`src/rtl/fpq_pkg.sv`:
```
// Shared codes and helpers for the frame-priority queue transmit path.
// Timetable codes, frame classes, scheduler states, MTU.
package fpq_pkg;

    typedef enum logic [1:0] {
        T_DEF = 2'b00,
        T_MAR = 2'b01,
        T_PCF = 2'b10,
        T_TT  = 2'b11
    } tt_code_e;

    typedef enum logic [1:0] {
        C_NONE = 2'b00,
        C_TT   = 2'b01,
        C_BE   = 2'b10,
        C_RC   = 2'b11
    } class_e;

    typedef enum logic {
        S_IDLE = 1'b0,
        S_BUSY = 1'b1
    } sched_state_e;

    localparam int MTU_VAL = 95;

    function automatic logic [3:0] rr_next(
        input logic [3:0] idx,
        input int         n
    );
        return (int'(idx) == n - 1) ? 4'd0 : idx + 4'd1;
    endfunction

endpackage

```
`src/rtl/fpq_tx_scheduler_if.sv`:
```
// Launch/done handshake between the scheduler and the MAC transmitter.
// master = scheduler, slave = transmitter.
interface fpq_tx_if;
    import fpq_pkg::*;

    logic       tx_start;
    logic [1:0] tx_class;
    logic [3:0] tx_index;
    logic [7:0] tx_len;
    logic       tx_done;

    modport master (
        output tx_start, tx_class, tx_index, tx_len,
        input  tx_done
    );

    modport slave (
        input  tx_start, tx_class, tx_index, tx_len,
        output tx_done
    );

endinterface

```
`src/rtl/fpq_rr_pick.sv`:
```
// N-wide round-robin picker: first eligible index at or after ptr, wrapping.
// Picks the eligible entry with the smallest forward distance from ptr.
module fpq_rr_pick #(
    parameter int N = 2
) (
    input  logic [N-1:0] elig,
    input  logic [3:0]   ptr,
    output logic         found,
    output logic [3:0]   idx
);

    int best_d;
    int d;

    always_comb begin
        found  = 1'b0;
        idx    = '0;
        best_d = N;
        d      = 0;
        for (int j = 0; j < N; j++) begin
            if (j >= int'(ptr)) d = j - int'(ptr);
            else                d = j + N - int'(ptr);
            if (elig[j] && d < best_d) begin
                best_d = d;
                found  = 1'b1;
                idx    = 4'(j);
            end
        end
    end

endmodule

```
`src/rtl/fpq_tx_scheduler.sv`:
```
// TT/RC/BE transmit scheduler with RR arbitration, timeout and optional
// RC BAG policing (enabled by defining FPQ_RC_BAG_POLICE_EN).
module fpq_tx_scheduler
    import fpq_pkg::*;
#(
    parameter int         N_RC       = 2,
    parameter int         N_BE       = 2,
    parameter logic [7:0] BAG_VAL    = 8'd16,
    parameter logic [11:0] TX_TIMEOUT = 12'd1600
) (
    input  logic              clk,
    input  logic              rst,
    input  logic [1:0]        cur_state,
    input  logic [7:0]        cnt_for_TT,
    input  logic [7:0]        cnt_for_RC,
    input  logic              tt_req,
    input  logic [7:0]        tt_len,
    input  logic [N_RC-1:0]   rc_req,
    input  logic [8*N_RC-1:0] rc_len,
    input  logic [N_BE-1:0]   be_req,
    input  logic [8*N_BE-1:0] be_len,
    input  logic              bag_tick,
    fpq_tx_if.master          tx,
    output logic              deq_tt,
    output logic [N_RC-1:0]   deq_rc,
    output logic [N_BE-1:0]   deq_be,
    output logic              busy,
    output logic              tx_abort,
    output logic              err_timeout
);

    sched_state_e state, state_n;

    logic [11:0]     tmo;
    logic [3:0]      rr_rc, rr_be;
    logic            tt_elig;
    logic [N_RC-1:0] rc_elig;
    logic [N_BE-1:0] be_elig;
    logic            rc_found, be_found;
    logic [3:0]      rc_idx, be_idx;

    logic            grant, abort_now;
    class_e          g_class;
    logic [3:0]      g_idx;
    logic [7:0]      g_len;

    logic            start_q;
    logic [1:0]      class_q;
    logic [3:0]      idx_q;
    logic [7:0]      len_q;

    assign tt_elig = tt_req && (cur_state == T_TT)
                  && (tt_len != 8'd0)
                  && (cnt_for_TT >= tt_len);

    for (genvar i = 0; i < N_RC; i++) begin : g_rc
        logic [7:0] len;
        logic       bag_ok;
        assign len = rc_len[8*i +: 8];
`ifdef FPQ_RC_BAG_POLICE_EN
        logic [7:0] bag_cnt;
        // A grant reload beats a same-cycle tick.
        always_ff @(posedge clk) begin
            if (rst)
                bag_cnt <= '0;
            else if (grant && g_class == C_RC
                     && rc_idx == 4'(i))
                bag_cnt <= BAG_VAL;
            else if (bag_tick && bag_cnt != 8'd0)
                bag_cnt <= bag_cnt - 8'd1;
        end
        assign bag_ok = (bag_cnt == 8'd0);
`else
        assign bag_ok = 1'b1;
`endif
        assign rc_elig[i] = rc_req[i] && (len != 8'd0)
                         && (cnt_for_RC >= len) && bag_ok;
    end

`ifndef FPQ_RC_BAG_POLICE_EN
    logic unused_bag_tick;
    assign unused_bag_tick = bag_tick;
`endif

    for (genvar j = 0; j < N_BE; j++) begin : g_be
        logic [7:0] len;
        assign len = be_len[8*j +: 8];
        assign be_elig[j] = be_req[j] && (len != 8'd0)
                         && (cur_state == T_DEF);
    end

    fpq_rr_pick #(.N(N_RC)) u_rc_pick (
        .elig  (rc_elig),
        .ptr   (rr_rc),
        .found (rc_found),
        .idx   (rc_idx)
    );

    fpq_rr_pick #(.N(N_BE)) u_be_pick (
        .elig  (be_elig),
        .ptr   (rr_be),
        .found (be_found),
        .idx   (be_idx)
    );

    always_ff @(posedge clk) begin
        if (rst) state <= S_IDLE;
        else     state <= state_n;
    end

    always_comb begin
        state_n   = state;
        grant     = 1'b0;
        abort_now = 1'b0;
        g_class   = C_NONE;
        g_idx     = '0;
        g_len     = '0;
        unique case (state)
            S_IDLE: begin
                if (tt_elig) begin
                    grant   = 1'b1;
                    g_class = C_TT;
                    g_len   = tt_len;
                end else if (rc_found) begin
                    grant   = 1'b1;
                    g_class = C_RC;
                    g_idx   = rc_idx;
                    g_len   = 8'(rc_len >> {rc_idx, 3'b000});
                end else if (be_found) begin
                    grant   = 1'b1;
                    g_class = C_BE;
                    g_idx   = be_idx;
                    g_len   = 8'(be_len >> {be_idx, 3'b000});
                end
                if (grant) state_n = S_BUSY;
            end
            S_BUSY: begin
                // Done wins over a same-cycle expiry.
                if (tx.tx_done) begin
                    state_n = S_IDLE;
                end else if (tmo == 12'd0) begin
                    abort_now = 1'b1;
                    state_n   = S_IDLE;
                end
            end
            default: state_n = S_IDLE;
        endcase
    end

    always_ff @(posedge clk) begin
        if (rst) begin
            tmo         <= '0;
            rr_rc       <= '0;
            rr_be       <= '0;
            start_q     <= 1'b0;
            class_q     <= '0;
            idx_q       <= '0;
            len_q       <= '0;
            deq_tt      <= 1'b0;
            deq_rc      <= '0;
            deq_be      <= '0;
            tx_abort    <= 1'b0;
            err_timeout <= 1'b0;
        end else begin
            start_q  <= grant;
            tx_abort <= abort_now;
            deq_tt   <= grant && g_class == C_TT;
            deq_rc   <= (grant && g_class == C_RC)
                      ? N_RC'(1) << rc_idx : '0;
            deq_be   <= (grant && g_class == C_BE)
                      ? N_BE'(1) << be_idx : '0;
            if (abort_now) err_timeout <= 1'b1;
            if (grant) begin
                class_q <= g_class;
                idx_q   <= g_idx;
                len_q   <= g_len;
                tmo     <= TX_TIMEOUT;
            end else if (state == S_BUSY && !tx.tx_done
                         && tmo != 12'd0) begin
                tmo <= tmo - 12'd1;
            end
            if (grant && g_class == C_RC)
                rr_rc <= rr_next(rc_idx, N_RC);
            if (grant && g_class == C_BE)
                rr_be <= rr_next(be_idx, N_BE);
        end
    end

    assign tx.tx_start = start_q;
    assign tx.tx_class = class_q;
    assign tx.tx_index = idx_q;
    assign tx.tx_len   = len_q;
    assign busy        = (state == S_BUSY);

endmodule

```
`src/flat_wrapper.sv`:
```
// flat-port wrapper written by rule: the top's interface ports become plain ports
module fpq_tx_scheduler_flat import fpq_pkg::*;
#(
    parameter int         N_RC       = 2,
    parameter int         N_BE       = 2,
    parameter logic [7:0] BAG_VAL    = 8'd16,
    parameter logic [11:0] TX_TIMEOUT = 12'd1600
)
  (clk, rst, cur_state, cnt_for_TT, cnt_for_RC, tt_req, tt_len, rc_req, rc_len, be_req, be_len, bag_tick, deq_tt, deq_rc, deq_be, busy, tx_abort, err_timeout, tx_tx_start, tx_tx_class, tx_tx_index, tx_tx_len, tx_tx_done);
  fpq_tx_if tx_i ();
  input  logic clk;
  input  logic rst;
  input  logic [1:0] cur_state;
  input  logic [7:0] cnt_for_TT;
  input  logic [7:0] cnt_for_RC;
  input  logic tt_req;
  input  logic [7:0] tt_len;
  input  logic [N_RC-1:0] rc_req;
  input  logic [8*N_RC-1:0] rc_len;
  input  logic [N_BE-1:0] be_req;
  input  logic [8*N_BE-1:0] be_len;
  input  logic bag_tick;
  output logic deq_tt;
  output logic [N_RC-1:0] deq_rc;
  output logic [N_BE-1:0] deq_be;
  output logic busy;
  output logic tx_abort;
  output logic err_timeout;
  output wire logic [$bits(tx_i.tx_start)-1:0] tx_tx_start;
  output wire logic [$bits(tx_i.tx_class)-1:0] tx_tx_class;
  output wire logic [$bits(tx_i.tx_index)-1:0] tx_tx_index;
  output wire logic [$bits(tx_i.tx_len)-1:0] tx_tx_len;
  input wire logic [$bits(tx_i.tx_done)-1:0] tx_tx_done;
  assign tx_tx_start = tx_i.tx_start;
  assign tx_tx_class = tx_i.tx_class;
  assign tx_tx_index = tx_i.tx_index;
  assign tx_tx_len = tx_i.tx_len;
  assign tx_i.tx_done = tx_tx_done;
  fpq_tx_scheduler #(.N_RC(N_RC), .N_BE(N_BE), .BAG_VAL(BAG_VAL), .TX_TIMEOUT(TX_TIMEOUT)) u_core (.clk(clk), .rst(rst), .cur_state(cur_state), .cnt_for_TT(cnt_for_TT), .cnt_for_RC(cnt_for_RC), .tt_req(tt_req), .tt_len(tt_len), .rc_req(rc_req), .rc_len(rc_len), .be_req(be_req), .be_len(be_len), .bag_tick(bag_tick), .tx(tx_i), .deq_tt(deq_tt), .deq_rc(deq_rc), .deq_be(deq_be), .busy(busy), .tx_abort(tx_abort), .err_timeout(err_timeout));
endmodule
```
`config.mk`:
```
export PLATFORM = sky130hd
export DESIGN_NAME = fpq_tx_scheduler_flat
export DESIGN_NICKNAME = d
export VERILOG_FILES = /design/src/rtl/fpq_pkg.sv /design/src/rtl/fpq_tx_scheduler_if.sv /design/src/rtl/fpq_rr_pick.sv /design/src/rtl/fpq_tx_scheduler.sv /design/src/flat_wrapper.sv
export SDC_FILE = /design/constraint.sdc
export NUM_CORES = 1
export LEC_CHECK = 0
export BUFFER_PORTS_ARGS = -buffer_cell sky130_fd_sc_hd__buf_2
export CORE_ASPECT_RATIO = 0.5
export CORE_UTILIZATION = 40
export CTS_CLUSTER_SIZE = 8
export DETAILED_ROUTE_END_ITERATION = 8
export GPL_ROUTABILITY_DRIVEN = 0
export MAX_ROUTING_LAYER = met4
export PLACE_DENSITY = 0.75
export SETUP_SLACK_MARGIN = 0.1
export SLEW_MARGIN = 30
export SYNTH_ARGS = -nofsm -noshare
export SYNTH_HDL_FRONTEND = slang
export SYNTH_SLANG_ARGS = --single-unit
export TNS_END_PERCENT = 100
```
`constraint.sdc`:
```
create_clock -name clk -period 2.5 [get_ports clk]
set_clock_uncertainty 0.15 [all_clocks]
set_input_delay 0.5 -clock clk [delete_from_list [all_inputs] [get_ports clk]]
set_output_delay 0.5 -clock clk [all_outputs]
set_load 0.01 [all_outputs]
```
==> run_results.csv <==
group,metric,value,unit
worst_setup_path,crit_chain,"buf_8 -> inv_8 -> ha_4 -> nand2b_4 -> a2111o_1 -> a31oi_4 -> o22ai_4 -> buf_4 -> o221a_1 -> a211o_1",
floorplanning,die_h,57.97,um
yosys,synth-edff-count,0,
place,placedCellCount,495,
clock_tree,cts.sinks,34,
place,port_buffers,85,
final_layout,drive_gt1_frac,0.4303,
worst_setup_path,start_kind,"input pin",
floorplanning,die_area,0.006605,mm^2
timing,fin_crit_sh,0.9610,
floorplanning,core,0.005753,mm^2
timing,fin_crit,2.402,ns
clock_tree,cts_tree,"yes",
yosys,synthArstFlopShare,0,
final_layout,antennaDiodeCount,0,
timing,fin_hold_ws,0.2880,ns
worst_setup_path,critPathMaxStageDelay,0.40,ns
drt,remaining_drc_errors,0,
power_and_ir_drop,power.total,2.191,mW
power_and_ir_drop,powerDensity,584.7,mW/mm^2
timing,relSlewSlack,0.5987,
worst_setup_path,worstPathRequired,2.52,ns
drt,wl_per_cell,15.42,um
final_layout,nNetsFinal,514,
floorplanning,rows,19,
worst_setup_path,cp.arrival,2.42,ns
worst_setup_path,cp_slowest_cell,"a2111o_1",
clock_tree,cts-root-buf,"clkbuf_16",
min_path,hp-class,"in2reg",
timing,tightest_slew,0.5965,ns
global_route,antenna_found_initial,0,
global_route,grt_pass1_vias,2677,
power_and_ir_drop,power.leakage,1.722,nW
clock_tree,postCtsHoldBufs,0,
clock_tree,htree_levels,2,
final_layout,finish.utilization,0.6514,
timing,finalSetupViolations,0,
floorplanning,pin_count,90,
power_and_ir_drop,ir_drop,0.3814,mV
drt,ant_nets,0,
yosys,synth_cell_types,56,
worst_setup_path,crit_type,"in2reg",
final_layout,mostFrequentLayoutCells,"buf_2, buf_4, inv_1",
place,hpwl,5.848,mm
timing,rsz0062_at_grt,"true",
worst_setup_path,cp_top_family,"compound AO/OA/AOI/OAI gates",
timing,fin_ws,0.09762,ns
run,cap_violations,0,
yosys,syn_avg_cell_area,8.382,um^2
yosys,syn_area,0.002506,mm^2
worst_setup_path,critPathMaxFanout,5,
drt,dr_total_vias,2830,
global_route,grt_overflow,0,
global_route,grtUsageTotal,0.2380,
global_route,grt_pass1_wl,12.01,mm
drt,drt_wl_total,7.819,mm
drt,drt_iter0_drc,143,
timing,timing_hold_violations_final,0,
final_layout,final_common_cell,"buf_2",
final_layout,syn2layout_area_growth,49.53,%
yosys,ys_seq_elements,34,
drt,vias_per_cell,5.582,
floorplanning,initial_utilization,0.4356,
clock_tree,clk_pin_slew,0.05,ns
timing,fmax,0.4163,GHz
final_layout,n_fill_cell,475,
place,dp_slack,-0.2859,ns
yosys,ys_seq_area_frac,0.2716,
yosys,netlist_instances,299,
clock_tree,clock_path_buffers,2,
worst_setup_path,endpoint_kind,"flop",
worst_setup_path,crit_buf_inv,3,
floorplanning,dieWidth,113.9,um
clock_tree,clkLatencyLatePin,0.28,ns
yosys,yosysWarnings,0,
timing,slew_violations,0,
drt,drt_first_pass_iters,4,
final_layout,final_cells,507,
yosys,synth_flop_cell,"dfxtp_1",
global_route,grt_start_max_net_pins,13,
status,status,"completed",
clock_tree,cts_made_buffers,5,
[layout make-up]
class	count	area [um^2]	area share
Tap cell	84	105.1	0.02805
Multi-Input combinational cell	212	1804	0.4815
Inverter	40	162.7	0.04341
Timing Repair Buffer	129	795.8	0.2124
Clock inverter	2	60.06	0.01603
Clock buffer	6	138.9	0.03706
Sequential cell	34	680.7	0.1816
[synth_stat cells, types with 2 or more instances]
cell type,n,area (um^2)
a211o_1,3,26.28
a21o_1,3,22.52
a21oi_1,9,45.04
a31oi_1,2,12.51
and2_1,3,18.77
buf_2,3,15.01
buf_4,3,22.52
buf_6,3,33.78
clkbuf_1,6,22.52
dfxtp_1,34,680.7
ha_1,25,312.8
inv_1,40,150.1
mux2_2,7,78.83
nand2_1,12,45.04
nand2b_1,4,25.02
nand3_1,10,50.05
nand4_1,6,37.54
nor2_1,28,105.1
nor3_1,5,25.02
nor4_1,10,62.56
o211ai_1,9,67.56
o211ai_2,2,25.02
o21a_1,2,15.01
o21ai_0,9,45.04
o21ai_1,2,10.01
o221ai_1,14,122.6
o31ai_1,4,30.03
or4_1,5,37.54
xnor2_1,5,43.79
xor2_1,5,43.79
[path summary, 6_finish.rpt]
| path | from | end | slack [ns] | cells after the start |
|---|---|---|---|---|
| setup / recovery | cnt_for_RC[0] | u_core.tx.tx_len[3] | 0.1 | 10 |
| hold / removal | tx_tx_done | u_core.tx_abort | 0.29 | 2 |
| setup reg to reg | u_core.tmo[6] | u_core.tmo[10] | 0.28 | 6 |
| hold reg to reg | u_core.err_timeout | u_core.err_timeout | 0.30 | 1 |
[metrics by stage]
stage                     setup TNS [ns]  area [um^2]
final                                  0         3747
after global routing                   0         3747
after CTS                              0         3566
after detailed placement          -5.122         3336
after global placement            -2.910         3336
after floorplan                 -0.03325         2600
[worst reg2reg max path, stage by stage (launching register included)]
cell,delay (ns)
dfxtp_1,0.35
nor4_1,0.57
nand4b_1,0.32
and2_1,0.32
nand4_1,0.16
xor2_1,0.14
o21ai_0,0.08
[layer usage]
layer,vias up,GRT usage,share of wire
li1,1345,-,-
met1,1340,0.2721,0.41
met2,119,0.4294,0.51
met3,26,0.03452,0.057
met4,0,0.09091,0.029
met5,-,-,0
[timing repair]
action                                  in CTS  in global routing
setup buffers                                1                  3
cloned                                       0                  0
endpoints found under the setup margin      14                 20
gates resized for setup                      6                 25
pin swaps                                    2                  5
[registers in the layout (all words and copies together), names as in the netlist]
name / cells
u_core.tx.tx_len: 8
u_core.deq_rc: 2
u_core.rr_rc: 1
u_core.deq_be: 2
u_core.tx.tx_start: 1
u_core.tx.tx_index: 1
u_core.tmo: 12
u_core.tx_abort: 1
u_core.err_timeout: 1
u_core.rr_be: 1
u_core.busy: 1
u_core.tx.tx_class: 2
u_core.deq_tt: 1
[kinds of logic (layout without fill, tap and decap cells)]
family                   Yosys count  in the layout  share of synthesized area
other                              1              3                   0.001496
AND/OR/NAND/NOR                   90             90                     0.1857
buffers and inverters             55            177                    0.09735
multiplexers                       7              7                    0.03145
adder cells (fa/ha/maj)           25             25                     0.1248
XOR/XNOR                          10             10                    0.03495
AO/OA/AOI/OAI                     77             77                     0.2526
flip-flops                        34             34                     0.2716
[power breakdown]
group          switching, mW  total [mW]  internal [mW]
clock network          0.233       0.831          0.598
registers             0.0526       0.659          0.607
logic                  0.366       0.701          0.335
total                  0.652        2.19           1.54
Power figures use the tool's default switching activity.
